## src/rtl/pipe_exmem.sv

```systemverilog
// pipe_exmem: EX->MEM pipeline register with multi-cycle accumulator feedback.
//
// Each cycle takes exactly one action, in priority order:
//   reset > flush > bubble > advance > hold
//   bubble  (stall_en[3] & !stall_en[4]) : payload <- 0, acc/cnt <- ex_acc_in/ex_cnt_in
//   advance (!stall_en[3])               : payload <- ex_*, acc/cnt <- 0
//   hold    (stall_en[3] &  stall_en[4]) : payload kept, acc/cnt <- ex_acc_in/ex_cnt_in
// Every output is a flop output, so there is no combinational path from input to output.
//
// Ports:
//   clk, reset          clock and synchronous active-high reset
//   flush               kill the EX->MEM transfer and abort any multi-cycle op
//   stall_en[5:0]       stall vector; only bit 3 (EX) and bit 4 (MEM) are used
//   ex_*                EX-stage payload, HI/LO request and multi-cycle partial result
//   mem_*               registered MEM-stage payload
//   acc_out, cnt_out    registered partial result {hi,lo} and step count fed back to EX
//   perf_*              bubble/hold event counters (only with PIPE_EXMEM_PERF_EN)
//
// Build option: define PIPE_EXMEM_PERF_EN to add perf_clr, perf_bubble_cnt and perf_hold_cnt.

module pipe_exmem #(
  parameter int unsigned DATA_W  = 32,
  parameter int unsigned RADDR_W = 5,
  parameter int unsigned CNT_W   = 2,
  parameter int unsigned PERF_W  = 16
) (
  input  logic                 clk,
  input  logic                 reset,
  input  logic                 flush,
  input  logic [5:0]           stall_en,
  input  logic                 ex_valid,
  input  logic [RADDR_W-1:0]   ex_wr_addr,
  input  logic                 ex_wr_en,
  input  logic [DATA_W-1:0]    ex_wr_data,
  input  logic                 ex_hilo_en,
  input  logic [DATA_W-1:0]    ex_hi,
  input  logic [DATA_W-1:0]    ex_lo,
  input  logic [2*DATA_W-1:0]  ex_acc_in,
  input  logic [CNT_W-1:0]     ex_cnt_in,
  output logic                 mem_valid,
  output logic [RADDR_W-1:0]   mem_wr_addr,
  output logic                 mem_wr_en,
  output logic [DATA_W-1:0]    mem_wr_data,
  output logic                 mem_hilo_en,
  output logic [DATA_W-1:0]    mem_hi,
  output logic [DATA_W-1:0]    mem_lo,
  output logic [2*DATA_W-1:0]  acc_out,
  output logic [CNT_W-1:0]     cnt_out
`ifdef PIPE_EXMEM_PERF_EN
  ,
  input  logic                 perf_clr,
  output logic [PERF_W-1:0]    perf_bubble_cnt,
  output logic [PERF_W-1:0]    perf_hold_cnt
`endif
);

  logic                do_bubble;
  logic                do_advance;
  logic                do_hold;

  logic                valid_q, valid_d;
  logic [RADDR_W-1:0]  wr_addr_q, wr_addr_d;
  logic                wr_en_q, wr_en_d;
  logic [DATA_W-1:0]   wr_data_q, wr_data_d;
  logic                hilo_en_q, hilo_en_d;
  logic [DATA_W-1:0]   hi_q, hi_d;
  logic [DATA_W-1:0]   lo_q, lo_d;
  logic [2*DATA_W-1:0] acc_q, acc_d;
  logic [CNT_W-1:0]    cnt_q, cnt_d;

  // Only the EX and MEM stall bits matter here.
  logic unused_stall;
  assign unused_stall = ^{stall_en[5], stall_en[2:0]};

  assign do_bubble  = stall_en[3] & ~stall_en[4];
  assign do_advance = ~stall_en[3];
  assign do_hold    = stall_en[3] & stall_en[4];

  always_comb begin
    valid_d   = valid_q;
    wr_addr_d = wr_addr_q;
    wr_en_d   = wr_en_q;
    wr_data_d = wr_data_q;
    hilo_en_d = hilo_en_q;
    hi_d      = hi_q;
    lo_d      = lo_q;
    acc_d     = acc_q;
    cnt_d     = cnt_q;

    if (reset || flush) begin
      valid_d   = 1'b0;
      wr_addr_d = '0;
      wr_en_d   = 1'b0;
      wr_data_d = '0;
      hilo_en_d = 1'b0;
      hi_d      = '0;
      lo_d      = '0;
      acc_d     = '0;
      cnt_d     = '0;
    end else if (do_bubble) begin
      valid_d   = 1'b0;
      wr_addr_d = '0;
      wr_en_d   = 1'b0;
      wr_data_d = '0;
      hilo_en_d = 1'b0;
      hi_d      = '0;
      lo_d      = '0;
      acc_d     = ex_acc_in;
      cnt_d     = ex_cnt_in;
    end else if (do_advance) begin
      valid_d   = ex_valid;
      wr_addr_d = ex_wr_addr;
      // Write enables are qualified so a dead slot can never commit.
      wr_en_d   = ex_wr_en & ex_valid;
      wr_data_d = ex_wr_data;
      hilo_en_d = ex_hilo_en & ex_valid;
      hi_d      = ex_hi;
      lo_d      = ex_lo;
      acc_d     = '0;
      cnt_d     = '0;
    end else if (do_hold) begin
      // Payload waits for MEM; the multi-cycle op keeps iterating in EX.
      acc_d     = ex_acc_in;
      cnt_d     = ex_cnt_in;
    end
  end

  always_ff @(posedge clk) begin
    valid_q   <= valid_d;
    wr_addr_q <= wr_addr_d;
    wr_en_q   <= wr_en_d;
    wr_data_q <= wr_data_d;
    hilo_en_q <= hilo_en_d;
    hi_q      <= hi_d;
    lo_q      <= lo_d;
    acc_q     <= acc_d;
    cnt_q     <= cnt_d;
  end

  assign mem_valid   = valid_q;
  assign mem_wr_addr = wr_addr_q;
  assign mem_wr_en   = wr_en_q;
  assign mem_wr_data = wr_data_q;
  assign mem_hilo_en = hilo_en_q;
  assign mem_hi      = hi_q;
  assign mem_lo      = lo_q;
  assign acc_out     = acc_q;
  assign cnt_out     = cnt_q;

`ifdef PIPE_EXMEM_PERF_EN
  logic [PERF_W-1:0] perf_bubble_q, perf_bubble_d;
  logic [PERF_W-1:0] perf_hold_q, perf_hold_d;

  always_comb begin
    perf_bubble_d = perf_bubble_q;
    perf_hold_d   = perf_hold_q;
    if (reset || perf_clr) begin
      perf_bubble_d = '0;
      perf_hold_d   = '0;
    end else if (!flush) begin
      // Saturating counters; flush cycles are not counted.
      if (do_bubble && (perf_bubble_q != {PERF_W{1'b1}})) begin
        perf_bubble_d = perf_bubble_q + PERF_W'(1);
      end
      if (do_hold && (perf_hold_q != {PERF_W{1'b1}})) begin
        perf_hold_d = perf_hold_q + PERF_W'(1);
      end
    end
  end

  always_ff @(posedge clk) begin
    perf_bubble_q <= perf_bubble_d;
    perf_hold_q   <= perf_hold_d;
  end

  assign perf_bubble_cnt = perf_bubble_q;
  assign perf_hold_cnt   = perf_hold_q;
`else
  logic [PERF_W-1:0] unused_perf_w;
  assign unused_perf_w = '0;
`endif

endmodule

```

## config.mk

```make
export PLATFORM = sky130hd
export DESIGN_NAME = pipe_exmem
export DESIGN_NICKNAME = d
export VERILOG_FILES = /design/src/rtl/pipe_exmem.sv
export SDC_FILE = /design/constraint.sdc
export NUM_CORES = 1
export LEC_CHECK = 0
export BUFFER_PORTS_ARGS = -buffer_cell sky130_fd_sc_hd__buf_2
export CAP_MARGIN = 20
export CORE_MARGIN = 4
export CORE_UTILIZATION = 35
export DETAILED_ROUTE_END_ITERATION = 10
export HOLD_SLACK_MARGIN = 0.03
export PLACE_DENSITY_LB_ADDON = 0.08
export SETUP_SLACK_MARGIN = 0.2
export SLEW_MARGIN = 10
export SYNTH_ARGS = -nofsm -noshare
export SYNTH_HDL_FRONTEND = slang
export SYNTH_SLANG_ARGS = --single-unit
```

## constraint.sdc

```tcl
create_clock -name clk -period 2.2 [get_ports clk]
set_input_delay 0.33 -clock clk [delete_from_list [all_inputs] [get_ports clk]]
set_output_delay 0.33 -clock clk [all_outputs]
set_load 0.02 [all_outputs]
```

# == Yosys cells after proc, flatten, opt, wreduce, memory -nomap -nowiden ==
# Cells that the tools add are included.
# word_totals
reg_bits,170
latchBits,0
mem_bits_rw,0
mem_bits_ro,0
input_bits,179
out_inout_bits,170
word_cells,23
mem_count,0
# classes
add_sub_neg,0
n_mul,0
n_div,0
order_cmp,0
eq_ne,1
n_shift,0
muxes,6
bitwise,5
reduce_logical,2
# ops
cell,count
64-bit 2-to-1 mux,3
2-bit 2-to-1 mux,3
1-bit bitwise AND,4
"3-bit by 1-bit != test with 1-bit output, second input constant",1
2-bit OR reduction,1
1-bit logical OR,1
1-bit NOT,1

# == Depth between registers and ports, before layout ==
# Gate-level depths: netlist (run 1).
# logic_depth
word_depth,4
ltp_mapped,6
depth_no_buf,2

# == Worst setup path after synthesis (run 1) ==
# Ideal clock, no wire load.
# synth_path
kind,input to register
startpoint,input port stall_en[3]
endpoint,register hi_q[12] (netlist: mem_hi[12])
setup_time_ns,0.116
t_arrival_ns,1.104
required_ns,2.084
path_slack_ns,0.980
path_stages,5
path_buffers,3
cell_sequence,buf_4 buf_6 buf_2 mux2i_1 nor3_2
# synth_between
elab_chain_cells,2
# synth_rtl
element,line,source
from (decl),30,"input logic [5:0] stall_en,"
1-bit bitwise AND,75,assign do_bubble = stall_en[3] & ~stall_en[4];
2-bit OR reduction (no source line),n/a,
to (signal assigned),134,hi_q <= hi_d;
to (decl),66,"logic [DATA_W-1:0] hi_q, hi_d;"
# Several ways; a longest one is shown, not always the timed one.
# A chain may end at the register's enable or synchronous reset.

# == Worst setup path in the final report (run 1) ==
# layout_path
startpoint,register lo_q[4] (netlist: mem_lo[4])
endpoint,output port mem_lo[4]
# layout_rtl
element,line,source
from (decl),67,"logic [DATA_W-1:0] lo_q, lo_d;"
from (signal assigned),135,lo_q <= lo_d;
to (decl),46,"output logic [DATA_W-1:0] mem_lo,"
# No word-level cell between the ends.

==> results of run 1 <==
[cell type report]
cell class / instances / area (µm²)
multi-input combinational: 279 / 2320
antenna: 2 / 5.00
sequential: 170 / 3400
fill: 1576 / 8180
clock buffer: 18 / 439
tap: 220 / 275
timing repair buffer: 355 / 1900
clock inverter: 13 / 178
[registers in the layout (all words and copies together) (netlist names)]
name         count
mem_hilo_en      1
mem_hi          32
mem_wr_addr      5
mem_wr_data     32
mem_lo          32
acc_out         64
mem_valid        1
mem_wr_en        1
cnt_out          2
[Yosys cell counts (2+ instances only)]
library cell / number / area, µm²
buf_2: 17 / 85.1
nor3_2: 60 / 601
nand2_1: 2 / 7.51
buf_4: 2 / 15.0
mux2i_1: 102 / 1020
clkbuf_1: 9 / 33.8
nor3_1: 42 / 210
dfxtp_1: 170 / 3400
buf_6: 15 / 169
and2_1: 66 / 413
nand3b_1: 2 / 15.0
a211oi_1: 2 / 15.0
[routing by layer]
layer | track usage, % | share of wire (%) | up-vias
met5 | 0 | 0.19 | -
met2 | 30.1 | 52 | 201
li1 | - | - | 2339
met4 | 7.11 | 2.6 | 4
met1 | 17.5 | 36 | 2083
met3 | 7.31 | 9.5 | 31
[cells by family (layout without fill, tap and decap cells)]
| family | Yosys count | after routing | share of synthesized area (%) |
|---|---|---|---|
| other | 0 | 2 | 0 |
| AO/OA/AOI/OAI | 2 | 2 | 0.250 |
| multiplexers | 102 | 102 | 17.0 |
| buffers and inverters | 43 | 386 | 5.04 |
| flip-flops | 170 | 170 | 56.6 |
| AND/OR/NAND/NOR | 175 | 175 | 21.1 |
[power groups by stage]
stage	registers (mW)	logic, mW	clock network (mW)
floorplan	3.37	0.320	0
global placement	3.26	0.703	0
CTS	3.19	0.716	3.20
detailed placement	3.26	0.716	0
global route	3.20	0.766	3.33
finish	3.19	0.703	3.10
[layout by cell type, fill, tap and decap left out, types with 2 or more instances in the layout]
| master | synthesis | layout |
|---|---|---|
| a211oi_1 | 2 | 2 |
| and2_1 | 66 | 66 |
| buf_12 | 0 | 7 |
| buf_2 | 17 | 343 |
| buf_4 | 2 | 4 |
| bufinv_16 | 0 | 3 |
| clkbuf_16 | 0 | 17 |
| clkinvlp_4 | 0 | 2 |
| dfxtp_1 | 170 | 170 |
| diode_2 | 0 | 2 |
| inv_6 | 0 | 6 |
| mux2i_1 | 102 | 102 |
| nand2_1 | 2 | 2 |
| nand3b_1 | 2 | 2 |
| nor3_1 | 42 | 42 |
| nor3_2 | 60 | 60 |
[final timing paths]
path | end | start
hold reg to reg | mem_wr_en | mem_wr_en
hold / removal | acc_out[32] | ex_acc_in[32]
setup reg to reg | mem_hilo_en | mem_hilo_en
setup / recovery | mem_lo[4] | mem_lo[4]
[metrics by stage]
stage,util [%],setup WS [ps],hold slack [ps],cell area (µm²)
2_1_floorplan,-,980,452,6010
5_1_grt,51.0,886,87.4,8520
6_report,51.0,918,108,8520
3_5_place_dp,47.3,629,468,7900
3_3_place_gp,47.3,659,457,7900
4_1_cts,51.0,895,83.3,8520
==> out/results.txt, run 1 <==
Clock network fraction of total power - 44.3%
CP arrival - 950 ps
Post-synth cell types - 15
Startpoint types - register
Post-Syn Instances - 492
MaxCap Viol Count - 0
Fin. Hold Viols - 0
Die outline height - 139 µm
Die width - 139 µm
Hold depth - 2
Peak Freq - 0.780 GHz
Clock buffer depth - 2
DR vias - 4658
Static Leak - 4.30 nW
Hold buffers post-CTS - 0
Row count - 47
FFs w/ async S/R, synth - 0%
DP Cell Count - 1024
Final wirelength - 16.7 mm
DP HPWL - 12.9 mm
Htree depth - 4
Peak VDD IR - 0.504 mV
Slew Limit Fails - 0
RSZ-0062 raised after global routing - no
Flop pwr share - 45.6%
DRC violations left - 0
Clk Tree Root Cell - clkbuf_16
CTS sink count - 170
Syn Nets - 671
Pwr Total - 7.00 mW
Initial DRC count - 111
Critical Path Max Stage Delay - 350 ps
Buffers & Inverters on Critical Path - 1
ANT nets after route - 0
Status - finished clean
I/O pin total - 349
Top FF cell, synth - dfxtp_1
Gr usage total - 17.0%
Slew HR - 67.4%
Worst Reg2Reg Path Length in Cells - 2
P_sw - 1.68 mW
Overflow left after global routing - 0
Largest net degree at the start of global routing - 67
Logic pwr share - 10.0%
Slowest CP cell - dfxtp_1
Total core area - 16700 µm²
Post-CTS sizing - 0
CP Data Required Time - 1870 ps
Port Buffer Count - 344
Min Tclk post-route - 1280 ps
DR pass1 iterations - 4
Syn. warnings - 0
Power density over the cells - 821 nW/µm²
Die footprint - 19300 µm²
TritonCTS clock tree - built
CP Cell Sequence - buf_2
Seq/Total Area, Yosys - 56.6%
Sw frac - 24.0%
Slew @ Worst Pin - 489 ps
Inserted Clock Buffers - 17
Worst-Skew Late Latency - 410 ps
Setup Fix Bufs, Post-CTS - 0
Worst path top cell family by delay - flip-flops
EDFF count, synth - 0
Area grow syn2layout - 41.7%
Vias/cell - 4.41
CP Max Fanout - 2
Fin nets - 1002
Crit path depth - 1
Setup TNS - 0 ps
Cell internal pwr - 5.32 mW
Avg Cell Area, Syn - 12.2 µm²
Post-Layout Cell Count - 1057
Initial antenna violation count - 4
Layout cells sized above 1 - 53.8%
Clk pin slew, worst setup/hold paths - 70 ps
GP Congestion - 0.758
Syn Std Cell Area - 6010 µm²
Final Setup Violations - 0
Vias in the first global route - 4976
Crit Path Class - reg -> out
Initial Util - 36.0%
FF+latch count, synth - 170
Worst Skew - 0 ps
HP Class - in -> reg
Critical path endpoint category - primary output
Fin crit share - 58.3%
Avg WL per Cell - 15.8 µm
Internal reg-to-reg setup slack - 1510 ps
First-pass GRT wire length - 26.5 mm
(Power assumes the default switching activity.)
==> inputs of run 2 (changes only) <==
==> constraint.sdc (replaced) <==
create_clock -name clk -period 1.07 [get_ports clk]
set_input_delay 0.1605 -clock clk [delete_from_list [all_inputs] [get_ports clk]]
set_output_delay 0.1605 -clock clk [all_outputs]
set_load 0.02 [all_outputs]
==> out/results.txt, run 2 (same netlist as run 1, synthesis figures left out) <==
Initial DRC count - 129 (+16%)
Setup WS pre-CTS - -60.2 ps (-690 ps)
Most frequent cells in the layout - buf_2, buf_6, dfxtp_2
CP Cell Sequence - buf_6
Gr usage total - 20.2% (+3.3 points)
Die footprint - 19300 µm² (unchanged)
Slew Limit Fails - 0 (unchanged)
Fin crit share - 97.6%
Worst path top cell family by delay - flip-flops
Cell internal pwr - 11.5 mW (+120%)
Vias in the first global route - 5873 (+18%)
Htree depth - 4 (unchanged)
DR vias - 5400 (+16%)
Sw frac - 24.8% (+0.83 points)
Clk Tree Root Cell - clkbuf_16
Hold_ws - 43.9 ps (-64.3 ps)
Initial antenna violation count - 2 (-2)
Flop pwr share - 43.5% (-2.1 points)
Static Leak - 5.07 nW (+18%)
Internal reg-to-reg setup slack - 240 ps (-1270 ps)
Layout cells sized above 1 - 67.7% (+14 points)
Fin nets - 1131 (+13%)
Overflow left after global routing - 0 (unchanged)
CP Data Required Time - 910 ps (-960 ps)
Setup TNS - 0 ps (unchanged)
Startpoint types - register
Peak Freq - 0.957 GHz
Power density over the cells - 1370 nW/µm² (+67%)
Vias/cell - 4.55 (+3.3%)
Total core area - 16700 µm² (unchanged)
Area grow syn2layout - 84.6%
Number of flip-flops in the largest register - 64 (unchanged)
Buffers & Inverters on Critical Path - 1 (unchanged)
Worst-Skew Late Latency - 410 ps (about the same)
GP Congestion - 0.767 (+1.2%)
Slew HR - 78.9% (+11 points)
Final Setup Violations - 0 (unchanged)
Slew @ Worst Pin - 317 ps (-172 ps)
Clock network fraction of total power - 42.9% (-1.4 points)
Fin. Hold Viols - 0 (unchanged)
CP arrival - 880 ps (-70 ps)
Row count - 47 (unchanged)
Slowest CP cell - dfxtp_2
Min Tclk post-route - 1040 ps
Worst Skew - 0 ps (unchanged)
Clock buffer depth - 2 (unchanged)
Initial Util - 36.0% (unchanged)
Crit path depth - 1 (unchanged)
Die outline height - 139 µm (unchanged)
P_sw - 3.78 mW (+130%)
RSZ-0062 raised after global routing - yes
TritonCTS clock tree - built
I/O pin total - 349 (unchanged)
Pwr Total - 15.3 mW (+120%)
DRC violations left - 0 (unchanged)
First-pass GRT wire length - 31.2 mm (+18%)
Leading cell type in the layout, fill and taps excluded - buf_2
Critical path endpoint category - primary output
Worst Reg2Reg Path Length in Cells - 4 (+2)
DR pass1 iterations - 4 (unchanged)
Die width - 139 µm (unchanged)
MaxCap Viol Count - 0 (unchanged)
Clk pin slew, worst setup/hold paths - 70 ps (about the same)
Inserted Clock Buffers - 17 (unchanged)
CTS sink count - 170 (unchanged)
Final wirelength - 20.1 mm (+20%)
HP Class - in -> reg
Port Buffer Count - 344 (unchanged)
Status - finished clean
Worst setup path start - acc_out[27]
Final worst slack - 25.3 ps (-892 ps)
Largest net degree at the start of global routing - 67 (unchanged)
CP Max Fanout - 1 (-1)
Reg-to-reg endpoint - mem_wr_en
Crit path capture - acc_out[27]
Reg-to-reg startpoint - mem_wr_en
Logic pwr share - 13.5% (+3.5 points)
Crit Path Class - reg -> out
DP HPWL - 13.5 mm (+4.5%)
Critical Path Max Stage Delay - 350 ps (about the same)
Peak VDD IR - 1.02 mV (+100%)
ANT nets after route - 0 (unchanged)
Avg WL per Cell - 16.9 µm (+7.3%)
[run 2: changes by cell type in the layout (fill, tap and decap cells not counted), sizes merged]
cell,before,now
diode,2,1
buf,355,388
clkbuf,18,17
inv,7,9
dlygate4sd3,0,96
[run 2: how the worst min path moves through the flow]
stage             startpoint     endpoint  slack [ps]  cells after the start
5_1_grt            ex_lo[11]   mem_lo[11]          40                      3
3_5_place_dp   ex_acc_in[18]  acc_out[18]         360                      2
3_3_place_gp    ex_acc_in[3]   acc_out[3]         360                      2
2_1_floorplan   ex_acc_in[0]   acc_out[0]         280                      1
4_1_cts            ex_lo[11]   mem_lo[11]          30                      3
6_report           ex_lo[10]   mem_lo[10]          40                      3
[run 2: power by group through the flow]
stage / combinational (mW) / clock [mW] / sequential, mW
floorplan: 0.711 / 0 / 6.93
global placement: 1.52 / 0 / 6.70
detailed placement: 1.55 / 0 / 6.71
CTS: 2.04 / 6.72 / 6.63
global route: 2.21 / 7.00 / 6.65
finish: 2.07 / 6.55 / 6.64
[run 2: final cells by class]
type                    instances  area (µm²)
fillers                      1240        5600
repair buffers                484        4260
flip-flops and latches        170        3620
multi-input cells             279        2320
clock buffers                  17         425
well taps                     220         275
clock inverters                15         203
diodes                          1        2.50
[run 2: repair_timing]
item	4_1_cts	5_1_grt
hold buffers	96	0
hold endpoints to repair	95	0
resized for setup	510	0
setup endpoints to repair	170	170
setup buffers	6	16
[run 2: stage by stage]
step | std cells | utilization (%) | instance area [µm²]
2_1_floorplan | 492 | - | 6140
4_1_cts | 1169 | 65.7 | 11000
3_5_place_dp | 1035 | 48.3 | 8070
5_1_grt | 1186 | 66.5 | 11100
6_report | 1186 | 66.5 | 11100
3_3_place_gp | 1035 | 48.3 | 8070
[run 2: routing by layer]
metal	track usage [%]	share of wire (%)	routed length, µm
met1	20.8	36	7200
met2	36.7	53	10600
met3	6.93	7.2	1450
met4	9.63	4.0	793
met5	0	0.040	8
==> inputs of run 3 (changes only) <==
--- a/config.mk
+++ b/config.mk
@@ -5,11 +5,12 @@
 export SDC_FILE = /design/constraint.sdc
 export NUM_CORES = 1
 export LEC_CHECK = 0
+export ABC_AREA = 1
 export BUFFER_PORTS_ARGS = -buffer_cell sky130_fd_sc_hd__buf_2
 export CAP_MARGIN = 20
-export CORE_MARGIN = 4
-export CORE_UTILIZATION = 35
+export CORE_AREA = 4 4 134 136
 export DETAILED_ROUTE_END_ITERATION = 10
+export DIE_AREA = 0 0 138 140
 export HOLD_SLACK_MARGIN = 0.03
 export PLACE_DENSITY_LB_ADDON = 0.08
 export SETUP_SLACK_MARGIN = 0.2
@@ -17,3 +18,4 @@
 export SYNTH_ARGS = -nofsm -noshare
 export SYNTH_HDL_FRONTEND = slang
 export SYNTH_SLANG_ARGS = --single-unit
+export TNS_END_PERCENT = 10
==> out/results.txt, run 3 <==
Row count - 48 (+2.1%)
Avg Cell Area, Syn - 8.63 µm² (-29%)
Die width - 138 µm (-0.77%)
FFs w/ async S/R, synth - 0% (unchanged)
DR vias - 6068 (+12%)
Multi-input combinational cell area - 1770 µm² (-24%)
Overflow left after global routing - 0 (unchanged)
Vias in the first global route - 6427 (+9.4%)
Status - finished clean
Largest net degree at the start of global routing - 58 (-13%)
Reg area - 3610 µm² (-0.10%)
Worst path top cell family by delay - flip-flops
Vias/cell - 4.29 (-5.7%)
CP arrival - 890 ps (about the same)
Sw frac - 24.3% (-0.53 points)
Avg WL per Cell - 14.7 µm (-13%)
FF+latch count, synth - 170 (unchanged)
GP Congestion - 0.793 (+3.4%)
DR pass1 iterations - 4 (unchanged)
Fin. Hold Viols - 0 (unchanged)
Startpoint types - register
EDFF count, synth - 0 (unchanged)
Fin crit share - 97.8% (+0.16 points)
Seq/Total Area, Yosys - 59.7% (+3.1 points)
TritonCTS clock tree - built
Critical Path Max Stage Delay - 340 ps (about the same)
Slew HR - 82.7% (+3.8 points)
Clk pin slew, worst setup/hold paths - 60 ps (about the same)
Post-synth top area cell - dfxtp_1
Post-Syn Instances - 661 (+34%)
Critical path endpoint category - primary output
Inserted Clock Buffers - 17 (unchanged)
Worst Skew - 0 ps (unchanged)
Area grow syn2layout - 97.1%
Slew Limit Fails - 0 (unchanged)
Diodes inserted - 0 (-1)
Initial DRC count - 208 (+61%)
Post-synth cell types - 15 (unchanged)
Top FF cell, synth - dfxtp_1
Port Buffer Count - 344 (unchanged)
CTS sink count - 170 (unchanged)
Min Tclk post-route - 1050 ps (+1.66 ps)
Clock buffer depth - 2 (unchanged)
Synth top area share - 59.7% (+3.1 points)
CP Data Required Time - 910 ps (about the same)
Final wirelength - 20.8 mm (+3.6%)
Crit Path Class - reg -> out
HP Class - in -> reg
Fin nets - 1354 (+20%)
DRC violations left - 0 (unchanged)
Post-Layout Cell Count - 1413 (+19%)
CP Cell Sequence - buf_6
DP HPWL - 13.1 mm (-2.6%)
Syn Nets - 840 (+25%)
RSZ-0062 raised after global routing - yes
MaxCap Viol Count - 0 (unchanged)
Die outline height - 140 µm (+0.67%)
Layout cells sized above 1 - 52.1% (-16 points)
ANT nets after route - 0 (unchanged)
Pwr Total - 14.9 mW (-2.6%)
Worst-Skew Late Latency - 410 ps (about the same)
Slew @ Worst Pin - 260 ps (-57.3 ps)
Static Leak - 5.21 nW (+2.8%)
P_sw - 3.61 mW (-4.6%)
Final Setup Violations - 0 (unchanged)
Syn. warnings - 0 (unchanged)
Htree depth - 4 (unchanged)
Total core area - 16900 µm² (+1.4%)
Syn Std Cell Area - 5700 µm² (-5.1%)
Number of flip-flops in the largest register - 64 (unchanged)
Leading cell type in the layout, fill and taps excluded - nand2_1
I/O pin total - 349 (unchanged)
First-pass GRT wire length - 32.3 mm (+3.5%)
Initial Util - 33.7% (-2.3 points)
Clock network fraction of total power - 41.5% (-1.4 points)
DP Cell Count - 1208 (+17%)
FILL cells - 1340 (+8.1%)
Synth top area cells - dfxtp_1, nand2_1, a21oi_2
Gr usage total - 20.5% (+0.29 points)
Cell internal pwr - 11.3 mW (-1.9%)
Most frequent cell after synthesis - nand2_1
Buffers & Inverters on Critical Path - 1 (unchanged)
Peak Freq - 0.956 GHz (-0.16%)
Slowest CP cell - dfxtp_2
Die footprint - 19300 µm² (-0.11%)
Initial antenna violation count - 0 (-2)
Power density over the cells - 1320 nW/µm² (-3.8%)
Logic pwr share - 13.9% (+0.4 points)
Clk Tree Root Cell - clkbuf_16
Flop pwr share - 44.6% (+1.1 points)
Peak VDD IR - 1.08 mV (+5.9%)
CP Max Fanout - 2 (+1)
Most frequent cells after synthesis - nand2_1, dfxtp_1, inv_1
Most frequent cells in the layout - nand2_1, buf_2, dlygate4sd3_1
[run 3: power groups by stage]
stage / registers (mW) / logic [mW] / clock network, mW
3_3_place_gp: 6.69 / 1.34 / 0
2_1_floorplan: 6.92 / 0.504 / 0
6_report: 6.63 / 2.06 / 6.17
5_1_grt: 6.64 / 2.22 / 6.60
3_5_place_dp: 6.70 / 1.35 / 0
4_1_cts: 6.60 / 2.00 / 6.37
[run 3: per-stage QoR]
stage                     hold WS, ps  area, µm²  setup WS, ps  utilization, %  TNS, ps
after detailed placement          379       7660         -59.5            45.3    -1860
after CTS                         153      10900          4.09            64.4        0
after global routing              197      11200         -13.3            66.4    -72.5
final                             164      11200          23.6            66.4        0
after floorplan                   273       5700           203               -        0
after global placement            373       7660         -6.44            45.3    -44.5
[run 3: layout make-up]
cell class / instances / area share, %
clock buffer: 20 / 4.06
clock inverter: 12 / 1.21
inverter: 68 / 2.28
multi-input combinational: 382 / 15.7
sequential: 170 / 32.1
tap: 225 / 2.50
timing repair buffer: 536 / 42.1
[run 3: layer usage]
metal | GRT usage [%] | vias up | part of all wire (%)
li1 | - | 3035 | -
met1 | 21.8 | 2733 | 38
met2 | 35.9 | 257 | 49
met3 | 8.23 | 43 | 9.1
met4 | 9.31 | 0 | 3.1
met5 | 0 | - | 0
[run 3: tightest hold or removal path: cells and delay by family]
kind / cells / cell delay (ps)
simple gates: 3 / 310
buf+inv: 1 / 80
[run 3: cells by family (layout without fill, tap and decap cells)]
group                  Yosys count  in the layout  synth area share, %
AND/OR/NAND/NOR                278            278                 18.5
flip-flops                     170            170                 59.7
buffers and inverters          109            636                 9.45
AO/OA/AOI/OAI                  104            104                 12.4
[run 3: path summary, 6_finish.rpt]
kind | cells after the start | from | slack, ps | end
hold / removal | 4 | reset | 160 | acc_out[37]
setup / recovery | 1 | mem_lo[13] | 20 | mem_lo[13]
setup reg to reg | 3 | mem_wr_data[2] | 380 | mem_wr_data[2]
hold reg to reg | 2 | mem_wr_data[19] | 460 | mem_wr_data[19]
[run 3: repair_timing]
action                                 4_1_cts  5_1_grt
setup endpoints to repair                  170      170
endpoints found under the hold margin      170        0
hold buffers                               170        0
resized for setup                          368      136
setup buffers                                2        1
